$ cat src/rtl/cpu_pkg.sv
// Shared CPU datapath definitions: address defaults and the next-PC source select.
package cpu_pkg;
    localparam int ADDR_W_DEF    = 8;
    localparam int RESET_PC_DEF  = 0;
    localparam int RAS_DEPTH_DEF = 4;

    typedef enum logic [2:0] {
        PC_HOLD,
        PC_INC,
        PC_BR,
        PC_JMP,
        PC_CALL,
        PC_RET
    } pc_sel_t;
endpackage

$ cat src/rtl/pc_ras.sv
// Circular return-address stack. A push when full overwrites the oldest entry.
// A pop when empty leaves the stack alone. Both cases set the sticky error flag.
module pc_ras #(
    parameter int W     = 8,
    parameter int DEPTH = 4
) (
    input  logic         clk,
    input  logic         rst,
    input  logic         push,
    input  logic         pop,
    input  logic [W-1:0] push_data,
    output logic [W-1:0] top_data,
    output logic         full,
    output logic         empty,
    output logic         err
);
    localparam int PTR_W = $clog2(DEPTH);
    localparam int CNT_W = PTR_W + 1;

    logic [W-1:0]     mem_q [DEPTH];
    logic [PTR_W-1:0] ptr_q, ptr_d;
    logic [CNT_W-1:0] cnt_q, cnt_d;
    logic             err_q, err_d;
    logic [PTR_W-1:0] top_idx;

    // ptr_q is the next free slot, so the top entry sits one below it.
    assign top_idx  = ptr_q - PTR_W'(1);
    assign top_data = mem_q[top_idx];
    assign full     = (cnt_q == CNT_W'(DEPTH));
    assign empty    = (cnt_q == '0);
    assign err      = err_q;

    always_comb begin
        ptr_d = ptr_q;
        cnt_d = cnt_q;
        err_d = err_q;
        if (push) begin
            ptr_d = ptr_q + PTR_W'(1);
            if (full) err_d = 1'b1;
            else      cnt_d = cnt_q + CNT_W'(1);
        end else if (pop) begin
            if (empty) begin
                err_d = 1'b1;
            end else begin
                ptr_d = top_idx;
                cnt_d = cnt_q - CNT_W'(1);
            end
        end
    end

    always_ff @(posedge clk or posedge rst) begin
        if (rst) begin
            ptr_q <= '0;
            cnt_q <= '0;
            err_q <= 1'b0;
            mem_q <= '{default: '0};
        end else begin
            ptr_q <= ptr_d;
            cnt_q <= cnt_d;
            err_q <= err_d;
            if (push) mem_q[ptr_q] <= push_data;
        end
    end
endmodule

$ cat src/rtl/pc_seq.sv
// Program counter sequencer: priority-encoded next-PC select, next-PC mux, PC register,
// and a return-address stack for call/return.
module pc_seq
    import cpu_pkg::*;
#(
    parameter int                ADDR_W    = ADDR_W_DEF,
    parameter logic [ADDR_W-1:0] RESET_PC  = ADDR_W'(RESET_PC_DEF),
    parameter int                RAS_DEPTH = RAS_DEPTH_DEF
) (
    input  logic              clk,
    input  logic              rst,
    input  logic              stall,
    input  logic              branch_en,
    input  logic [ADDR_W-1:0] branch_off,
    input  logic              jump_en,
    input  logic              call_en,
    input  logic              ret_en,
    input  logic [ADDR_W-1:0] jump_addr,
    output logic [ADDR_W-1:0] pc,
    output logic [ADDR_W-1:0] pc_next,
    output logic              ras_full,
    output logic              ras_empty,
    output logic              ras_err
);
    pc_sel_t           sel;
    logic [ADDR_W-1:0] pc_q, pc_d, pc_inc, ras_top;

    assign pc_inc = pc_q + ADDR_W'(1);

    always_comb begin
        sel = PC_INC;
        if      (stall)     sel = PC_HOLD;
        else if (ret_en)    sel = PC_RET;
        else if (call_en)   sel = PC_CALL;
        else if (jump_en)   sel = PC_JMP;
        else if (branch_en) sel = PC_BR;
    end

    always_comb begin
        pc_d = pc_inc;
        case (sel)
            PC_HOLD:         pc_d = pc_q;
            PC_INC:          pc_d = pc_inc;
            PC_BR:           pc_d = pc_q + branch_off;
            PC_JMP, PC_CALL: pc_d = jump_addr;
            // Return with nothing on the stack just falls through to the next instruction.
            PC_RET:          pc_d = ras_empty ? pc_inc : ras_top;
            default:         pc_d = pc_inc;
        endcase
    end

    always_ff @(posedge clk or posedge rst) begin
        if (rst) pc_q <= RESET_PC;
        else     pc_q <= pc_d;
    end

    pc_ras #(.W(ADDR_W), .DEPTH(RAS_DEPTH)) u_ras (
        .clk       (clk),
        .rst       (rst),
        .push      (sel == PC_CALL),
        .pop       (sel == PC_RET),
        .push_data (pc_inc),
        .top_data  (ras_top),
        .full      (ras_full),
        .empty     (ras_empty),
        .err       (ras_err)
    );

    assign pc      = pc_q;
    assign pc_next = pc_d;
endmodule

$ cat config.mk
export PLATFORM = sky130hd
export DESIGN_NAME = pc_seq
export DESIGN_NICKNAME = d
export VERILOG_FILES = /design/src/rtl/cpu_pkg.sv /design/src/rtl/pc_ras.sv /design/src/rtl/pc_seq.sv
export SDC_FILE = /design/constraint.sdc
export NUM_CORES = 1
export LEC_CHECK = 0
export CAP_MARGIN = 25
export CORE_MARGIN = 3
export CORE_UTILIZATION = 35
export CTS_BUF_LIST = sky130_fd_sc_hd__clkbuf_2 sky130_fd_sc_hd__clkbuf_4 sky130_fd_sc_hd__clkbuf_8
export CTS_CLUSTER_SIZE = 12
export DETAILED_ROUTE_END_ITERATION = 6
export SYNTH_ARGS = -nofsm -noshare
export SYNTH_HDL_FRONTEND = slang
export SYNTH_SLANG_ARGS = --single-unit
$ cat constraint.sdc
create_clock -name clk -period 11.05 [get_ports clk]
set_input_delay 3.315 -clock clk [delete_from_list [all_inputs] [get_ports clk]]
set_output_delay 3.315 -clock clk [all_outputs]
set_load 0.02 [all_outputs]
* After elaboration in Yosys (flattened, before gate mapping)
Index checks and enable logic that the tools add are counted.
Word-level totals: register bits after elaboration 46
Operators by class: $add $sub $neg 6, order comparisons 3, equal/unequal tests 8, multiplexer cells 24, bitwise gates (word level) 2, reductions and logical operators 9
Operator list (number):
- $bwmux W32 | 1
- $mux W8 | 4
- $pmux W8 S4 | 1
- $mux W3 | 7
- $bmux W8 S2 | 1
- $demux W8 S2 | 1
- $mux W2 | 5
- $eq A3 B3 Y1 const B | 3
- $add A8 B1 Y8 const B | 1
- $add A8 B8 Y8 | 1
- $eq A3 B2 Y1 const B | 2
- $ge A3 B3 Y1 const B | 2
- $logic_not A3 Y1 | 2
- $not A2 Y3 | 2
- $reduce_and A3 Y1 | 2
- $mux W1 | 4
- $ne A2 B2 Y1 const B | 2
- $reduce_bool A2 Y1 | 2
- $add A3 B1 Y3 const B | 1
- $lt A3 B1 Y1 const B | 1
- $sub A3 B1 Y3 const B | 1
- $add A2 B1 Y2 const B | 1
- $ne A2 B1 Y1 const B | 1
- $reduce_and A2 Y1 | 1
- 3 further kinds | 3

* Logic depth before layout (Yosys ltp)
depth in word-level cells 8, mapped depth 9, gate-level depth less buffers 9

* Modules after synthesis
From an unflattened synthesis, not the netlist that was laid out.
Second synthesis, totals: cell total of the unflattened synthesis 261, area total of the unflattened synthesis 2909.0 um^2
By module, submodules not included:
- pc_ras | instances 1, cells an instance 119, area each 1788.0 um^2, sequential area each 950.9 um^2
- pc_seq | instances 1, cells an instance 142, area each 1121.1 um^2, sequential area each 200.2 um^2

* Worst setup path after synthesis
Ideal clock, no wire load.
path type input to output, start point input port branch_off[0], end point output port pc_next[6], arrival 5.050 ns, required time 7.735 ns, slack 2.685 ns, cell stages on the path 9, path buffers 0, path through ha_1 inv_1 fa_1 nor2b_1 o31a_1 o22ai_1 xor2_1 o221a_2 a21oi_1
On the way: cells in the longest elaborated chain, start to end 2
Ends and longest elaborated chain:
- start: declaration | RTL line pc_seq.sv:14 | input logic [ADDR_W-1:0] branch_off,
- $add A8 B8 Y8 | RTL line pc_seq.sv:44 | PC_BR: pc_d = pc_q + branch_off;
- $pmux W8 S4 | RTL line pc_seq.sv:41 | case (sel)
- end: declaration | RTL line pc_seq.sv:20 | output logic [ADDR_W-1:0] pc_next,
Every way passes these cells.

* Worst setup path in the final report
start point input port stall, end point output port pc_next[2]
On the way: cells in the longest elaborated chain, start to end 4
Ends and longest elaborated chain:
- start: declaration | RTL line pc_seq.sv:12 | input logic stall,
- $mux W3 (*) | RTL line pc_seq.sv:32 | if (stall) sel = PC_HOLD;
- $eq A3 B2 Y1 or $eq A3 B3 Y1 (tied branches) | RTL line pc_seq.sv:41
- $reduce_or A2 Y1 | RTL line pc_seq.sv:41
- $pmux W8 S4 (*) | RTL line pc_seq.sv:41
Mark *: on every way between the ends. The rest lies on a longest branch, timed or not.

==> results_dict.tcl <==
set metrics [dict create \
    synth_area_leader_cell "dfrtp_1" \
    comb_power_share_pct 52.4 \
    cts_buffers 5 \
    drcViolationCount 0 \
    setup_viol 0 \
    slew_violations 0 \
    wl_per_cell_um 16.5 \
    synth-seq-cells 46 \
    maxCapViolCount 0 \
    hpwl_um 4950 \
    dr.pass1.iters 4 \
    ff2ff_path_depth 6 \
    crit_top_cell "clkdlybuf4s50_1" \
    skew_ns 0.0132 \
    rrSetupSlack_ns 8.26 \
    p_sw_share_pct 42.0 \
    portBuffers 41 \
    synth_area_per_cell_um2 9.96 \
    path_buf_inv 2 \
    p_clk_share_pct 11.9 \
    cts_resized 0 \
    grt_first_pass_wirelength_um 10900 \
    cts_max_path_buffers 2 \
    fin_nets 351 \
    rsz0062_at_grt "no" \
    setup_tns_ns 0 \
    p_per_area_mw_per_mm2 268 \
    fp-row-count 31 \
    outcome "completed" \
    crit_family "buffers and inverters" \
    cp_slowest_stage_delay_ns 0.77 \
    ys_seq_area_share_pct 41.4 \
    cts_setup_buffers 0 \
    drt_iter0_drc 119 \
    critical_path_arrival_ns 6.16 \
    worstSetupStartpoint "stall" \
    seqPwrFrac_pct 35.7 \
    ant_nets 0 \
    netlist_instances 279 \
    worstSkewPairLatency_ns 0.31 \
    clk_pin_slew_ns 0.09 \
    dieWidth_um 95.1 \
    yosysWarnings 0 \
    worst_slew_pin_slew_ns 0.700 \
    core-area_mm2 0.00749 \
    io_pins 42 \
    static-leakage-power_nw 1.43 \
    min_path_type "reg2reg" \
    critPathCaptureType "primary output" \
    peakVddDrop_v 0.0000799 \
    fmax_mhz 106 \
    grt_max_degree 47 \
    syn_area_mm2 0.00278 \
    hold_buffers 0 \
    fin_crit_sh_pct 85.7 \
    cp.depth 7 \
    worstSetupStartpointType "input pin" \
    start_util_pct 37.1 \
    r2r_start "u_ras.ptr_q[0]$_DFFE_PP0P_" \
    antenna_cells 0 \
    synthArstFlopShare_pct 100 \
    track_usage_pct 15.8 \
    clockRootBuffer "clkbuf_8" \
    dieArea_mm2 0.00904 \
    synth_fp_nets 316 \
    globalplace.congestion 0.809 \
    grt_pass1_vias 2166 \
    drive_above_1_share_pct 8.57 \
    crit_required_ns 7.74 \
    cts.sinks 46 \
    slew_headroom_pct 53.2 \
    cp_slowest_cell "clkdlybuf4s50_1" \
    p_int_w 0.000521 \
    wl_um 6830 \
    yosys-top-cells-area "dfrtp_1 41%, mux4_1 6.6%, a21oi_1 5.9%, ha_1 5.4%, nand2_1 4.5%" \
    crit_type "in2out" \
    hold_viol_final 0 \
    crit_fanout 18 \
    syn_to_final_growth_pct 20.4 \
    vias 2183 \
    p_switching_w 0.000377 \
    ys.flop_type "dfrtp_1" \
    synth_edf_count 0 \
    synth_most_common_cell "dfrtp_1" \
    place_ws_ns 1.58 \
    fin_ws_ns 1.58 \
    critPathCapture "pc_next[2]" \
    vias_per_cell 5.27 \
    synth_common_cells "46 x dfrtp_1, 33 x a21oi_1, 33 x nand2_1, 23 x o21ai_0, 22 x nor2_1" \
    yosysUniqueCellTypes 54 \
    reg2reg_to "pc[7]$_DFF_PP0_" \
    fp.dieH_um 95.1 \
    cts_tree "built" \
    cp_cell_sequence "clkdlybuf4s50_1 -> nor2_2 -> nand3_4 -> o211a_1 -> a21o_1 -> a22oi_1 -> clkdlybuf4s50_1" \
    min_period_ns 9.47 \
    synth.top_cell.area_share_pct 41.4 \
    antenna_found_initial 0 \
    overflow 0 \
    cts.htree.levels 2 \
]
## flip-flops by register name (all words and copies together) (netlist names)
register     count
u_ras.err        1
u_ras.cnt_q      3
u_ras.mem_q     32
u_ras.ptr_q      2
pc               8
## layer usage
metal / share of wire, % / global-route usage [%]
met3: 3.8 / 3.00
met1: 49 / 21.1
met5: 0 / 0
met4: 1.4 / 5.05
met2: 46 / 25.7
## power by group through the flow
stage	Combinational, W	Clock [W]	Sequential, W
6_report	0.000470	0.000107	0.000320
3_3_place_gp	0.000467	0	0.000322
2_1_floorplan	0.000329	0	0.000310
4_1_cts	0.000473	0.000111	0.000320
5_1_grt	0.000522	0.000117	0.000332
3_5_place_dp	0.000470	0	0.000324
## worst min-delay path by stage
stage	startpoint	to	slack (ns)	cells after the start
floorplan	u_ras.mem_q[9]$_DFFE_PP0P_	u_ras.mem_q[9]$_DFFE_PP0P_	0.44	2
CTS	u_ras.mem_q[22]$_DFFE_PP0P_	u_ras.mem_q[22]$_DFFE_PP0P_	0.49	2
finish	u_ras.mem_q[14]$_DFFE_PP0P_	u_ras.mem_q[14]$_DFFE_PP0P_	0.48	2
detailed placement	u_ras.err$_DFFE_PP0P_	u_ras.err$_DFFE_PP0P_	0.46	2
global route	u_ras.mem_q[8]$_DFFE_PP0P_	u_ras.mem_q[8]$_DFFE_PP0P_	0.51	2
global placement	u_ras.mem_q[13]$_DFFE_PP0P_	u_ras.mem_q[13]$_DFFE_PP0P_	0.45	2
## cell type report
cell class                 count  area, um2
inverter                      10       37.5
clock buffer                   5       68.8
clock inverter                 3       21.3
timing repair buffer          43        438
sequential                    46       1150
fill                         731       4140
multi-input combinational    208       1500
tap                           99        124
## placed cells by master (no fill, tap or decap), types with 2 or more instances in the layout
cell type	instances
a211oi_1	3
a21o_1	2
inv_1	8
o221a_2	2
nor3b_1	2
clkdlybuf4s50_1	41
o21ai_0	23
xnor2_1	5
ha_1	12
xor2_1	9
nand2_1	33
a21oi_1	33
mux4_1	7
o22ai_1	2
and3_1	5
nor2_1	22
o21a_1	2
clkbuf_8	5
o21bai_1	2
fa_1	2
nand3_1	6
o31ai_1	2
mux2_2	3
dfrtp_1	46
a221oi_1	2
nor2b_1	2
a221o_1	3
## kinds of logic (layout without fill, tap and decap cells)
| logic type | Yosys count | in the layout | synth area share (%) |
|---|---|---|---|
| AOI/OAI and AO/OA | 86 | 86 | 19.4 |
| xor gates and xnor gates | 14 | 14 | 4.41 |
| DFF | 46 | 46 | 41.4 |
| and+or+nand+nor | 82 | 82 | 14.5 |
| muxes | 12 | 12 | 9.01 |
| adders and majority gates | 14 | 14 | 6.85 |
| buffers and inverters | 25 | 61 | 4.41 |
## through the flow
| step | total power [W] | utilization [%] | std cells | hold slack (ns) | instance area [um2] |
|---|---|---|---|---|---|
| after global routing | 0.000971 | 44.7 | 414 | 0.509 | 3340 |
| after CTS | 0.000904 | 44.4 | 413 | 0.488 | 3320 |
| after detailed placement | 0.000794 | 43.2 | 405 | 0.456 | 3230 |
| after floorplan | 0.000639 | - | 279 | 0.438 | 2780 |
| final | 0.000897 | 44.7 | 414 | 0.482 | 3340 |
| after global placement | 0.000789 | 43.2 | 405 | 0.454 | 3230 |
## worst reg2reg max path, stage by stage (launching register included)
cell and delay [ns]:
dfrtp_1 0.63, inv_1 0.17, ha_1 0.64, mux4_2 0.58
a222oi_1 0.33, o221a_1 0.23, a21oi_1 0.05
No activity file was read; power rests on OpenSTA's default activity.
